$ cat src/rtl/key_conditioner.sv
// key_conditioner: synchronise, debounce and auto-repeat a bank of active-low push-buttons
// Ports:
//   clock, reset_bar - rising-edge clock, asynchronous active-low reset
//   key_n            - raw asynchronous key levels, 0 = pressed
//   repeat_en        - per-key auto-repeat enable
//   press_pulse      - one-cycle pulse per accepted press or auto-repeat event
//   release_pulse    - one-cycle pulse per accepted release
//   held, any_held   - debounced pressed level per key, and their OR
//   active_idx       - index of the lowest held key, 0 when none
module key_conditioner #(
    parameter int NUM_KEYS        = 4,
    parameter int SYNC_STAGES     = 2,
    parameter int DEBOUNCE_CYCLES = 50000,
    parameter int REPEAT_DELAY    = 25000000,
    parameter int REPEAT_PERIOD   = 5000000,
    parameter int EXCLUSIVE       = 1,
    localparam int AW = (NUM_KEYS > 1) ? $clog2(NUM_KEYS) : 1
) (
    input  logic                clock,
    input  logic                reset_bar,
    input  logic [NUM_KEYS-1:0] key_n,
    input  logic [NUM_KEYS-1:0] repeat_en,
    output logic [NUM_KEYS-1:0] press_pulse,
    output logic [NUM_KEYS-1:0] release_pulse,
    output logic [NUM_KEYS-1:0] held,
    output logic                any_held,
    output logic [AW-1:0]       active_idx
);
    localparam int DW   = $clog2(DEBOUNCE_CYCLES + 1);
    localparam int RMAX = (REPEAT_DELAY > REPEAT_PERIOD) ? REPEAT_DELAY : REPEAT_PERIOD;
    localparam int RW   = $clog2(RMAX + 1);

    typedef enum logic [1:0] {IDLE, PRESS_DB, HELD, RELEASE_DB} state_t;

    logic [NUM_KEYS-1:0] w_p;
    logic [NUM_KEYS-1:0] w_busy;
    logic [NUM_KEYS-1:0] w_grant;
    logic                w_seen;

    // Exclusive mode: an idle key may start only when every key is idle and
    // no lower-indexed key is requesting on the same edge.
    always_comb begin
        w_grant = '0;
        w_seen  = 1'b0;
        for (int i = 0; i < NUM_KEYS; i++) begin
            w_grant[i] = (EXCLUSIVE == 0) || (!(|w_busy) && !w_seen);
            w_seen     = w_seen | w_p[i];
        end
    end

    always_comb begin
        active_idx = '0;
        for (int i = NUM_KEYS - 1; i >= 0; i--)
            if (held[i]) active_idx = AW'(i);
    end

    assign any_held = |held;

    for (genvar g = 0; g < NUM_KEYS; g++) begin : g_key
        logic [SYNC_STAGES-1:0] r_sync;
        state_t                 r_state;
        logic [DW-1:0]          r_cnt;
        logic [RW-1:0]          r_rpt;
        logic                   r_rph;
        logic                   r_press;
        logic                   r_release;

        assign w_p[g]           = ~r_sync[SYNC_STAGES-1];
        assign w_busy[g]        = r_state != IDLE;
        assign held[g]          = (r_state == HELD) || (r_state == RELEASE_DB);
        assign press_pulse[g]   = r_press;
        assign release_pulse[g] = r_release;

        // r_rph selects the repeat target: first the initial delay, then the period.
        always_ff @(posedge clock or negedge reset_bar) begin
            if (!reset_bar) begin
                r_sync    <= '1;
                r_state   <= IDLE;
                r_cnt     <= '0;
                r_rpt     <= '0;
                r_rph     <= 1'b0;
                r_press   <= 1'b0;
                r_release <= 1'b0;
            end else begin
                r_sync    <= {r_sync[SYNC_STAGES-2:0], key_n[g]};
                r_press   <= 1'b0;
                r_release <= 1'b0;
                r_rpt     <= '0;
                r_rph     <= 1'b0;
                case (r_state)
                    IDLE: begin
                        if (w_p[g] && w_grant[g]) begin
                            r_state <= PRESS_DB;
                            r_cnt   <= DW'(1);
                        end
                    end
                    PRESS_DB: begin
                        if (!w_p[g]) begin
                            r_state <= IDLE;
                            r_cnt   <= '0;
                        end else if (r_cnt == DW'(DEBOUNCE_CYCLES - 1)) begin
                            r_state <= HELD;
                            r_cnt   <= '0;
                            r_press <= 1'b1;
                        end else begin
                            r_cnt <= r_cnt + 1'b1;
                        end
                    end
                    HELD: begin
                        if (!w_p[g]) begin
                            r_state <= RELEASE_DB;
                            r_cnt   <= DW'(1);
                        end else if (repeat_en[g]) begin
                            if (r_rpt == (r_rph ? RW'(REPEAT_PERIOD - 1) : RW'(REPEAT_DELAY - 1))) begin
                                r_press <= 1'b1;
                                r_rph   <= 1'b1;
                            end else begin
                                r_rpt <= r_rpt + 1'b1;
                                r_rph <= r_rph;
                            end
                        end
                    end
                    RELEASE_DB: begin
                        if (w_p[g]) begin
                            r_state <= HELD;
                            r_cnt   <= '0;
                        end else if (r_cnt == DW'(DEBOUNCE_CYCLES - 1)) begin
                            r_state   <= IDLE;
                            r_cnt     <= '0;
                            r_release <= 1'b1;
                        end else begin
                            r_cnt <= r_cnt + 1'b1;
                        end
                    end
                endcase
            end
        end
    end
endmodule

$ cat config.mk
export PLATFORM = sky130hd
export DESIGN_NAME = key_conditioner
export DESIGN_NICKNAME = d
export VERILOG_FILES = /design/src/rtl/key_conditioner.sv
export SDC_FILE = /design/constraint.sdc
export NUM_CORES = 1
export LEC_CHECK = 0
export ABC_AREA = 0
export CAP_MARGIN = 0
export CORE_MARGIN = 2
export CORE_UTILIZATION = 38
export CTS_CLUSTER_DIAMETER = 40
export DETAILED_ROUTE_END_ITERATION = 8
export HOLD_SLACK_MARGIN = 0.02
export SLEW_MARGIN = 10
export SYNTH_ARGS = -nofsm -noshare
export SYNTH_HDL_FRONTEND = slang
export SYNTH_SLANG_ARGS = --single-unit
$ cat constraint.sdc
create_clock -name clock -period 2.6 [get_ports clock]
set_input_delay 0.78 -clock clock [delete_from_list [all_inputs] [get_ports clock]]
set_output_delay 0.78 -clock clock [all_outputs]
set_load 0.05 [all_outputs]
* After elaboration in Yosys (flattened, before gate mapping) *
Cells that the tools add are included.

word-level totals
  bits of input ports = 10
  logic and storage cells = 238
  bits in latches = 0
  memories = 0
  bits in read-only memories = 0
  RAM bits = 0
  register bits after elaboration = 192

cells by class
  bitwise gates (word level) = 6
  equal/unequal tests = 40
  multiply operators = 0
  muxes and demuxes = 124
  add/subtract/negate cells = 8
  reduce and logical (&&, ||, !) cells = 32
  divide/modulo/power cells = 0
  order comparisons = 0
  shift operators = 0

operators by type and width
  cell                                                   count
  two-way mux 25 bit                                     20
  two-way mux 16 bit                                     20
  case mux 16 bit (4 select lines)                       4
  adder 25 x 1 -> 25 bit, second input constant          4
  == test 25 bit                                         4
  adder 16 x 1 -> 16 bit, second input constant          4
  == test 16 bit, second input constant                  4
  two-way mux 2 bit                                      28
  two-way mux 1 bit                                      44
  case mux 2 bit (4 select lines)                        4
  == test 2 bit, second input constant                   8
  inequality test 2 bit, second input constant           8
  inequality test 4 x 3 -> 1 bit, second input constant  4
  AND reduction 4 bit                                    4
  inequality test 3 x 2 -> 1 bit, second input constant  4
  inequality test 3 bit, second input constant           4
  == test 2 x 1 -> 1 bit, second input constant          4
  logical NOT 2 bit                                      4
  case mux 1 bit (2 select lines)                        4
  AND reduction 2 bit                                    4
  nonzero test 2 bit                                     4
  OR reduction 4 bit                                     2
  logical AND 1 bit                                      7
  logical OR 1 bit                                       4
  3 further kinds                                        9

* Logic depth before layout (Yosys ltp) *
Gate-level depths: netlist (run 1).

  depth in word-level cells = 8
  gate-level depth with buffers = 8

* Worst setup path before layout (run 1) *
Ideal clock, no wire load.

  kind = register to output
  from = reg g_key[1].r_state[0]
  to = out active_idx[1]
  buffers on the path = 0
  slack = -410 ps
  cell stages (with the launch flop) = 5
  data arrival time = 2,230 ps
  data required time = 1,820 ps
  path through = dfrtp_1 inv_1 ha_1 or2_2 nor3_1

between the ends
  word-level cells in the longest chain between the ends = 4

ends and longest elaborated chain
  element                            RTL line  text
  start, declared                    61        state_t r_state;
  start signal, assigned             78        r_state <= IDLE;
  start signal, assigned             93        r_state <= PRESS_DB;
  start signal, assigned             99        r_state <= IDLE;
  == test 2 bit                      70        assign held[g] = (r_state == HELD) || (r_state == RELEASE_DB);
  logical OR 1 bit *                 70
  net held[1]                        25        output logic [NUM_KEYS-1:0] held,
  two-way mux 2 bit * (2 in series)  54        if (held[i]) active_idx = AW'(i);
  end, declared                      27        output logic [AW-1:0] active_idx

Mark *: on every way through the listed nets, which the timed path passes. The rest lies on a longest branch.

==> results of run 1 <==
[state kept, by name (all words and copies together), names as in the netlist, named ones only]
register and cells:
g_key.r_cnt 64, g_key.r_release 4, g_key.r_sync 8, g_key.r_rph 4, g_key.r_state 4, g_key.r_press 4, g_key.r_rpt 100
[stage by stage]
stage               utilization  hold slack [ns]  power (uW)  setup WS [ns]
floorplan                     -           0.3452        5169       0.006070
finish                   0.4469           0.2931        9552        -0.2105
global route             0.4469           0.3245       10070        -0.2564
CTS                      0.4426           0.3027        9487        -0.2444
detailed placement       0.4147           0.3475        6348        0.09250
global placement         0.4147           0.3460        6308         0.1153
[worst max path at each step]
stage / start / depth (start not counted) / slack (ns) / endpoint
global route: flip-flop / 4 / -0.26 / any_held
detailed placement: g_key[1].r_state[0] / 5 / 0.09 / any_held
CTS: g_key[1].r_state[0] / 5 / -0.24 / any_held
floorplan: g_key[1].r_state[0] / 4 / 0.006 / active_idx[1]
finish: flip-flop / 4 / -0.21 / any_held
global placement: g_key[1].r_state[0] / 5 / 0.12 / any_held
[power by group through the flow]
stage | registers, uW | clock network (uW) | logic (uW)
detailed placement | 3350 | 0 | 3000
floorplan | 3310 | 0 | 1850
global route | 3360 | 3110 | 3600
global placement | 3340 | 0 | 2960
finish | 3330 | 2940 | 3290
CTS | 3300 | 3010 | 3180
[worst max-delay path, stage by stage, from the launching register on]
cell and delay (ns):
sky130_fd_sc_hd__dfrtp_2 0.45, sky130_fd_sc_hd__ha_4 0.17, sky130_fd_sc_hd__or2_4 0.25, sky130_fd_sc_hd__or4_4 0.56, sky130_fd_sc_hd__buf_8 0.17
[cell type report]
class,instances,share of cell area
inverters,31,0.009743
repair buffers,73,0.05909
flip-flops and latches,192,0.4035
clock inverters,14,0.01865
multi-input cells,831,0.4374
well taps,341,0.03573
clock buffers,18,0.03594
[cells in the mapped netlist (all sizes together) (3+ instances only)]
master,instances,area share
nand4,50,0.031
nor3,28,0.014
o21a,3,0.0022
or4,9,0.0070
a21oi,25,0.012
o22ai,5,0.0031
mux2i,11,0.011
nand4b,4,0.0034
nand2b,4,0.0024
xor2,62,0.053
a21o,7,0.0051
a31oi,9,0.0055
and3,26,0.016
or3,10,0.0061
nand2,88,0.032
nor4bb,10,0.0098
nor2b,9,0.0055
and2,11,0.0067
clkbuf,22,0.0081
nor4b,8,0.0068
and4b,3,0.0032
or2,9,0.0055
a211oi,5,0.0042
o21ai,53,0.026
nand3b,5,0.0049
o31ai,14,0.010
buf,14,0.012
and4,16,0.014
xnor2,29,0.025
nor3b,3,0.0022
nand3,78,0.038
dfrtp,184,0.45
mux2,3,0.0033
inv,31,0.011
nor2,161,0.059
ha,24,0.029
dfstp,8,0.021
a22o,7,0.0060
nor4,18,0.012
[cell families after synthesis]
logic type	count (synthesis)	synth area share
and+or+nand+nor	555	0.2844
DFF	192	0.4702
AOI/OAI and AO/OA	146	0.09153
xor gates and xnor gates	91	0.07784
buffers and inverters	68	0.03263
adders and majority gates	24	0.02933
muxes	14	0.01405
[layer usage]
| layer | vias to the layer above | track usage | routed length (microns) |
|---|---|---|---|
| li1 | 4014 | - | - |
| met4 | 0 | 0.05585 | 349 |
| met5 | - | 0 | 0 |
| met1 | 3903 | 0.2219 | 10950 |
| met2 | 92 | 0.2664 | 10240 |
| met3 | 31 | 0.03268 | 702 |
[what timing repair did]
| item | in CTS | in global routing |
|---|---|---|
| hold buffers | 0 | 0 |
| endpoints found under the setup margin | 3 | 4 |
| hold endpoints to repair | 0 | 0 |
| cloned | 0 | 1 |
| resized for setup | 18 | 16 |
| buffers inserted | 5 | 4 |
| pin swaps | 4 | 2 |
==> summary.md, run 1 <==
| Metric | Value |
|---|---|
| Maximum number of pins on one net before global-route repair | `58` |
| Per-cell via count in the routed design | `5.360` |
| Worst setup path category | `flip-flop to primary output` |
| Setup violations, final | `1` |
| Power share of the sequential group | `0.348` |
| Global-route wire length before repair | `38870 microns` |
| Count of final hold-check violations | `0` |
| Max Cap Violations | `0` |
| Remaining design rule violation count | `0` |
| Area taken by multi-input logic gates | `5224 sq um` |
| Smallest setup slack after layout | `-0.2105 ns` |
| Leakage power of the design | `0.004846 uW` |
| Register-to-register setup slack | `0.16 ns` |
| Kind of start point of the critical path | `flip-flop` |
| Clock network latency to the later pin of the worst-skew pair | `0.44 ns` |
| Flip-flop and latch count after synthesis | `192` |
| Wire length reported by the detailed router | `22240 microns` |
| Clock buffer count from CTS | `17` |
| Number of port buffers | `24` |
| Failing checks | `setup timing` |
| Peak Freq | `355.8 MHz` |
| Tightest Hold Check Type | `primary input to asynchronous set/reset pin` |
| CP Capture Type | `primary output` |
| Final critical path time including I/O delays and setup | `2.811 ns` |
| Slew at the pin closest to its max-slew limit | `0.8319 ns` |
| TritonCTS clock tree | `built` |
| Overall track demand over capacity in global routing | `0.1646` |
| Die width | `168.1 microns` |
| ANT nets after route | `0` |
| Final weighted congestion in routability-driven placement | `0.8366` |
| Internal power component | `6197 uW` |
| Endpoint of the worst-slack reg-to-reg timing path | `g_key[0].r_rpt[7]` |
| Height of the die | `168.1 microns` |
| TritonCTS Sinks | `192` |
| Number of distinct library cells after synthesis | `68` |
| Post-Syn Area | `10240 sq um` |
| Worst reg-to-reg path cell count | `5` |
| Cell Count, Final, Fillers Out | `1500` |
| Antenna violations before repair | `0` |
| Switching power of the nets | `3355 uW` |
| Most common cell after layout, fill and taps aside | `sky130_fd_sc_hd__dfrtp_1` |
| RSZ-0062 raised after global routing | `yes` |
| Source of the worst register-to-register timing path | `g_key[0].r_rpt[20]` |
| Area of the placeable core | `26730 sq um` |
| Storage cell area | `4818 sq um` |
| Async S/R FF share, synth | `1.000` |
| Clock skew | `0.01291 ns` |
| Effective utilization at floorplan | `0.3831` |
| Placed Instance Area | `11080 sq um` |
| Std cell rows | `60` |
| Data arrival at the endpoint of the critical path | `2.03 ns` |
| Maximum clock path buffer count | `2` |
| Power Density | `799.8 nW/um^2` |
| H-tree depth | `4` |
| Aggregate negative setup slack | `-0.2105 ns` |
| Post-synth EDFFs | `0` |
| Synth Net Count | `1124` |
| Router iterations before antenna repair | `5` |
| Initial drt markers | `558` |
| Overflow left after global routing | `0` |
| Vias post-DR | `8040` |
| WL/cell | `14.83 microns` |
| Number of fill cells in the layout | `2566` |
| Ratio of cells with drive above 1 in the final layout | `0.1217` |
| CTS Root Buffer Type | `sky130_fd_sc_hd__clkbuf_16` |
| Warning count from the yosys run | `0` |
| Growth of design area from synthesis to finish | `16.64%` |
| Most instantiated flip-flop cell in the synthesis netlist | `sky130_fd_sc_hd__dfrtp_1` |
| Share of the clock period used by the worst path | `1.081` |
| Number of placed cells counting well taps | `1458` |
| Worst vdd ir | `0.4943 mV` |
| Total count of max-transition violations in the final report | `0` |
| N_diodes | `0` |
| Most used cells in the layout excluding fill and tap cells | `sky130_fd_sc_hd__dfrtp_1 (181), sky130_fd_sc_hd__nor2_1 (157), sky130_fd_sc_hd__nand2_1 (88)` |
| Relative slew margins | `0.4403` |
| Critical Path RT | `1.82 ns` |
| Mean post-synth cell area | `9.393 sq um` |
| Run status | `finished with violations` |
| Register area share after synthesis | `0.4702` |
| Largest fanout on the critical path | `4` |
| Ports | `25` |
| Logic pwr share | `0.344` |
| Clock group share of total power | `0.307` |
| Net switching share of the total power | `0.3512` |
| Vias in the first global route | `8096` |
| Number of nets in the finished design | `1180` |
| Placed wire-length estimate | `15100 microns` |
| Register clock-pin slew on the reported worst setup and hold paths | `0.07 ns` |
| Area of the die | `28270 sq um` |
| Post-Syn Instances | `1090` |
| Finished layout cell area | `11940 sq um` |
No activity file was read; power rests on OpenSTA's default activity.
==> run 2, diff against run 1 <==
--- a/config.mk
+++ b/config.mk
@@ -6,7 +6,7 @@
 export NUM_CORES = 1
 export LEC_CHECK = 0
 export ABC_AREA = 0
-export CAP_MARGIN = 0
+export CAP_MARGIN = 20
 export CORE_MARGIN = 2
 export CORE_UTILIZATION = 38
 export CTS_CLUSTER_DIAMETER = 40
==> results of run 2 <==
The final DEF is identical to that of run 1; final timing and power are the same.
==> run 3, diff against run 2 <==
--- a/config.mk
+++ b/config.mk
@@ -12,6 +12,7 @@
 export CTS_CLUSTER_DIAMETER = 40
 export DETAILED_ROUTE_END_ITERATION = 8
 export HOLD_SLACK_MARGIN = 0.02
+export REMOVE_ABC_BUFFERS = 1
 export SLEW_MARGIN = 10
 export SYNTH_ARGS = -nofsm -noshare
 export SYNTH_HDL_FRONTEND = slang
==> summary.md, run 3 (synthesized netlist as in run 1, its figures left out) <==
| Metric | Value |
|---|---|
| Setup violations, final | `2 (+1)` |
| N_diodes | `0 (unchanged)` |
| Wire length reported by the detailed router | `22240 microns (about the same)` |
| Number of port buffers | `24 (unchanged)` |
| Most common cell after layout, fill and taps aside | `sky130_fd_sc_hd__dfrtp_1` |
| Overflow left after global routing | `0 (unchanged)` |
| Ratio of cells with drive above 1 in the final layout | `0.1151 (-0.006605)` |
| CP Capture Type | `primary output` |
| TritonCTS Sinks | `192 (unchanged)` |
| Final critical path time including I/O delays and setup | `2.786 ns (-0.02438 ns)` |
| Router iterations before antenna repair | `5 (unchanged)` |
| Data arrival at the endpoint of the critical path | `2.01 ns (-0.02 ns)` |
| Clock network latency to the later pin of the worst-skew pair | `0.43 ns (about the same)` |
| Run status | `finished with violations` |
| Relative slew margins | `0.5371 (+0.09685)` |
| Placed Instance Area | `11000 sq um (-0.71%)` |
| Final core occ | `0.4432 (-0.003651)` |
| CTS Root Buffer Type | `sky130_fd_sc_hd__clkbuf_16` |
| Total count of max-transition violations in the final report | `0 (unchanged)` |
| Finished layout cell area | `11850 sq um (-0.82%)` |
| Slew at the pin closest to its max-slew limit | `0.6943 ns (-0.1376 ns)` |
| Final weighted congestion in routability-driven placement | `0.8170 (-2.3%)` |
| Power Density | `788.3 nW/um^2 (-1.4%)` |
| Most flops, register | `g_key.r_rpt` |
| Remaining design rule violation count | `0 (unchanged)` |
| Vias post-DR | `8046 (+0.075%)` |
| Max Cap Violations | `0 (unchanged)` |
| Number of flip-flops under the largest register name | `100 (unchanged)` |
| Failing checks | `setup timing` |
| WL/cell | `14.85 microns (+0.17%)` |
| Effective utilization at floorplan | `0.3831 (unchanged)` |
| Total power of the final layout | `9338 uW (-2.2%)` |
| Count of final hold-check violations | `0 (unchanged)` |
| Critical Path RT | `1.82 ns (about the same)` |
| Leakage power of the design | `0.004798 uW (-0.99%)` |
| Kind of start point of the critical path | `flip-flop` |
| Global-route wire length before repair | `38170 microns (-1.8%)` |
| Maximum clock path buffer count | `2 (unchanged)` |
| Area of the placeable core | `26730 sq um (unchanged)` |
| Smallest setup slack after layout | `-0.1861 ns (+0.02438 ns)` |
| Die width | `168.1 microns (unchanged)` |
| Area of the die | `28270 sq um (unchanged)` |
| Std cell rows | `60 (unchanged)` |
| Number of nets in the finished design | `1177 (-0.25%)` |
| Per-cell via count in the routed design | `5.375 (+0.28%)` |
| Share of the clock period used by the worst path | `1.072 (-0.009378)` |
| Placed wire-length estimate | `15280 microns (+1.1%)` |
| Register clock-pin slew on the reported worst setup and hold paths | `0.07 ns (about the same)` |
| ANT nets after route | `0 (unchanged)` |
| Clock skew | `0.01501 ns (+0.002108 ns)` |
| RSZ-0062 raised after global routing | `yes` |
| Clock buffer count from CTS | `17 (unchanged)` |
| TritonCTS clock tree | `built` |
| Most used cells in the layout excluding fill and tap cells | `sky130_fd_sc_hd__dfrtp_1 (183), sky130_fd_sc_hd__nor2_1 (160), sky130_fd_sc_hd__nand2_1 (88)` |
| Ports | `25 (unchanged)` |
| Tightest Hold Check Type | `primary input to asynchronous set/reset pin` |
| Largest fanout on the critical path | `3 (-1)` |
| Growth of design area from synthesis to finish | `15.69%` |
| Vias in the first global route | `7830 (-3.3%)` |
| Maximum number of pins on one net before global-route repair | `58 (unchanged)` |
| H-tree depth | `4 (unchanged)` |
| Height of the die | `168.1 microns (unchanged)` |
| Worst setup path category | `flip-flop to primary output` |
| Registers with the most flip-flops | `g_key.r_rpt: 100 flops, g_key.r_cnt: 64 flops, g_key.r_sync: 8 flops` |
| Worst vdd ir | `0.4980 mV (+0.74%)` |
| Initial drt markers | `659 (+18%)` |
| Peak Freq | `358.9 MHz (+0.88%)` |
| Antenna violations before repair | `0 (unchanged)` |
| Overall track demand over capacity in global routing | `0.1634 (-0.001261)` |
-- run 3: changes by cell type in the layout (fill, tap and decap cells not counted), sizes merged --
cell      delta
clkbuf       +1
inv          -2
buf          -2
nand3b       -1
clkinvlp     +1
-- run 3: stage by stage --
| step | hold WS (ns) | std cells | setup TNS, ns | setup WS [ns] |
|---|---|---|---|---|
| floorplan | 0.3452 | 1053 | -0.5002 | -0.4099 |
| global placement | 0.3519 | 1452 | 0 | 0.1364 |
| detailed placement | 0.3515 | 1452 | 0 | 0.09634 |
| CTS | 0.2800 | 1491 | -0.3247 | -0.2298 |
| global route | 0.2972 | 1497 | -0.4814 | -0.2473 |
| finish | 0.2803 | 1497 | -0.2374 | -0.1861 |
-- run 3: area by class of cell --
| class | instances | area (sq um) |
|---|---|---|
| clock buffer | 19 | 432.9 |
| clock inverter | 13 | 226.5 |
| fill | 2556 | 14880 |
| inverter | 31 | 116.4 |
| multi-input combinational | 830 | 5165 |
| sequential | 192 | 4816 |
| tap | 341 | 426.7 |
| timing repair buffer | 71 | 661.9 |
-- run 3: layer usage --
layer / vias up / GRT usage / wire, microns / share of wire
met5: - / 0 / 0 / 0
li1: 3985 / - / - / -
met4: 0 / 0.04423 / 202 / 0.0091
met2: 106 / 0.2607 / 10320 / 0.46
met3: 16 / 0.03385 / 629 / 0.028
met1: 3939 / 0.2269 / 11090 / 0.50
-- run 3: where the power goes --
group | internal, uW | switching, uW
Combinational | 1210 | 1880
Clock | 1730 | 1210
Sequential | 3140 | 172
Total | 6080 | 3260
-- run 3: path summary, 6_finish.rpt --
path / end / cells after the start / slack, ns / start
setup / recovery: any_held / 5 / -0.19 / g_key[3].r_state[0]
hold / removal: g_key[1].r_rpt[9] / 1 / 0.28 / reset_bar
setup reg to reg: g_key[0].r_rpt[10] / 5 / 0.14 / g_key[0].r_rpt[20]
hold reg to reg: g_key[3].r_sync[1] / 0 / 0.36 / g_key[3].r_sync[0]
max in group asynchronous: g_key[2].r_sync[0] / 2 / 1.62 / reset_bar
min in group clock: g_key[3].r_sync[1] / 0 / 0.36 / g_key[3].r_sync[0]
-- run 3: worst max-delay path, cell delays in order, from the launching register on --
cell and delay, ns:
sky130_fd_sc_hd__dfrtp_1 0.39, sky130_fd_sc_hd__inv_2 0.07, sky130_fd_sc_hd__ha_4 0.16, sky130_fd_sc_hd__or2_4 0.24
sky130_fd_sc_hd__or4_4 0.54, sky130_fd_sc_hd__buf_8 0.17
-- run 3: what timing repair did --
action,CTS,global route
pin swaps,4,7
hold endpoints to repair,0,0
hold buffers,0,0
gates resized for setup,13,13
setup buffers,7,6
endpoints found under the setup margin,3,4
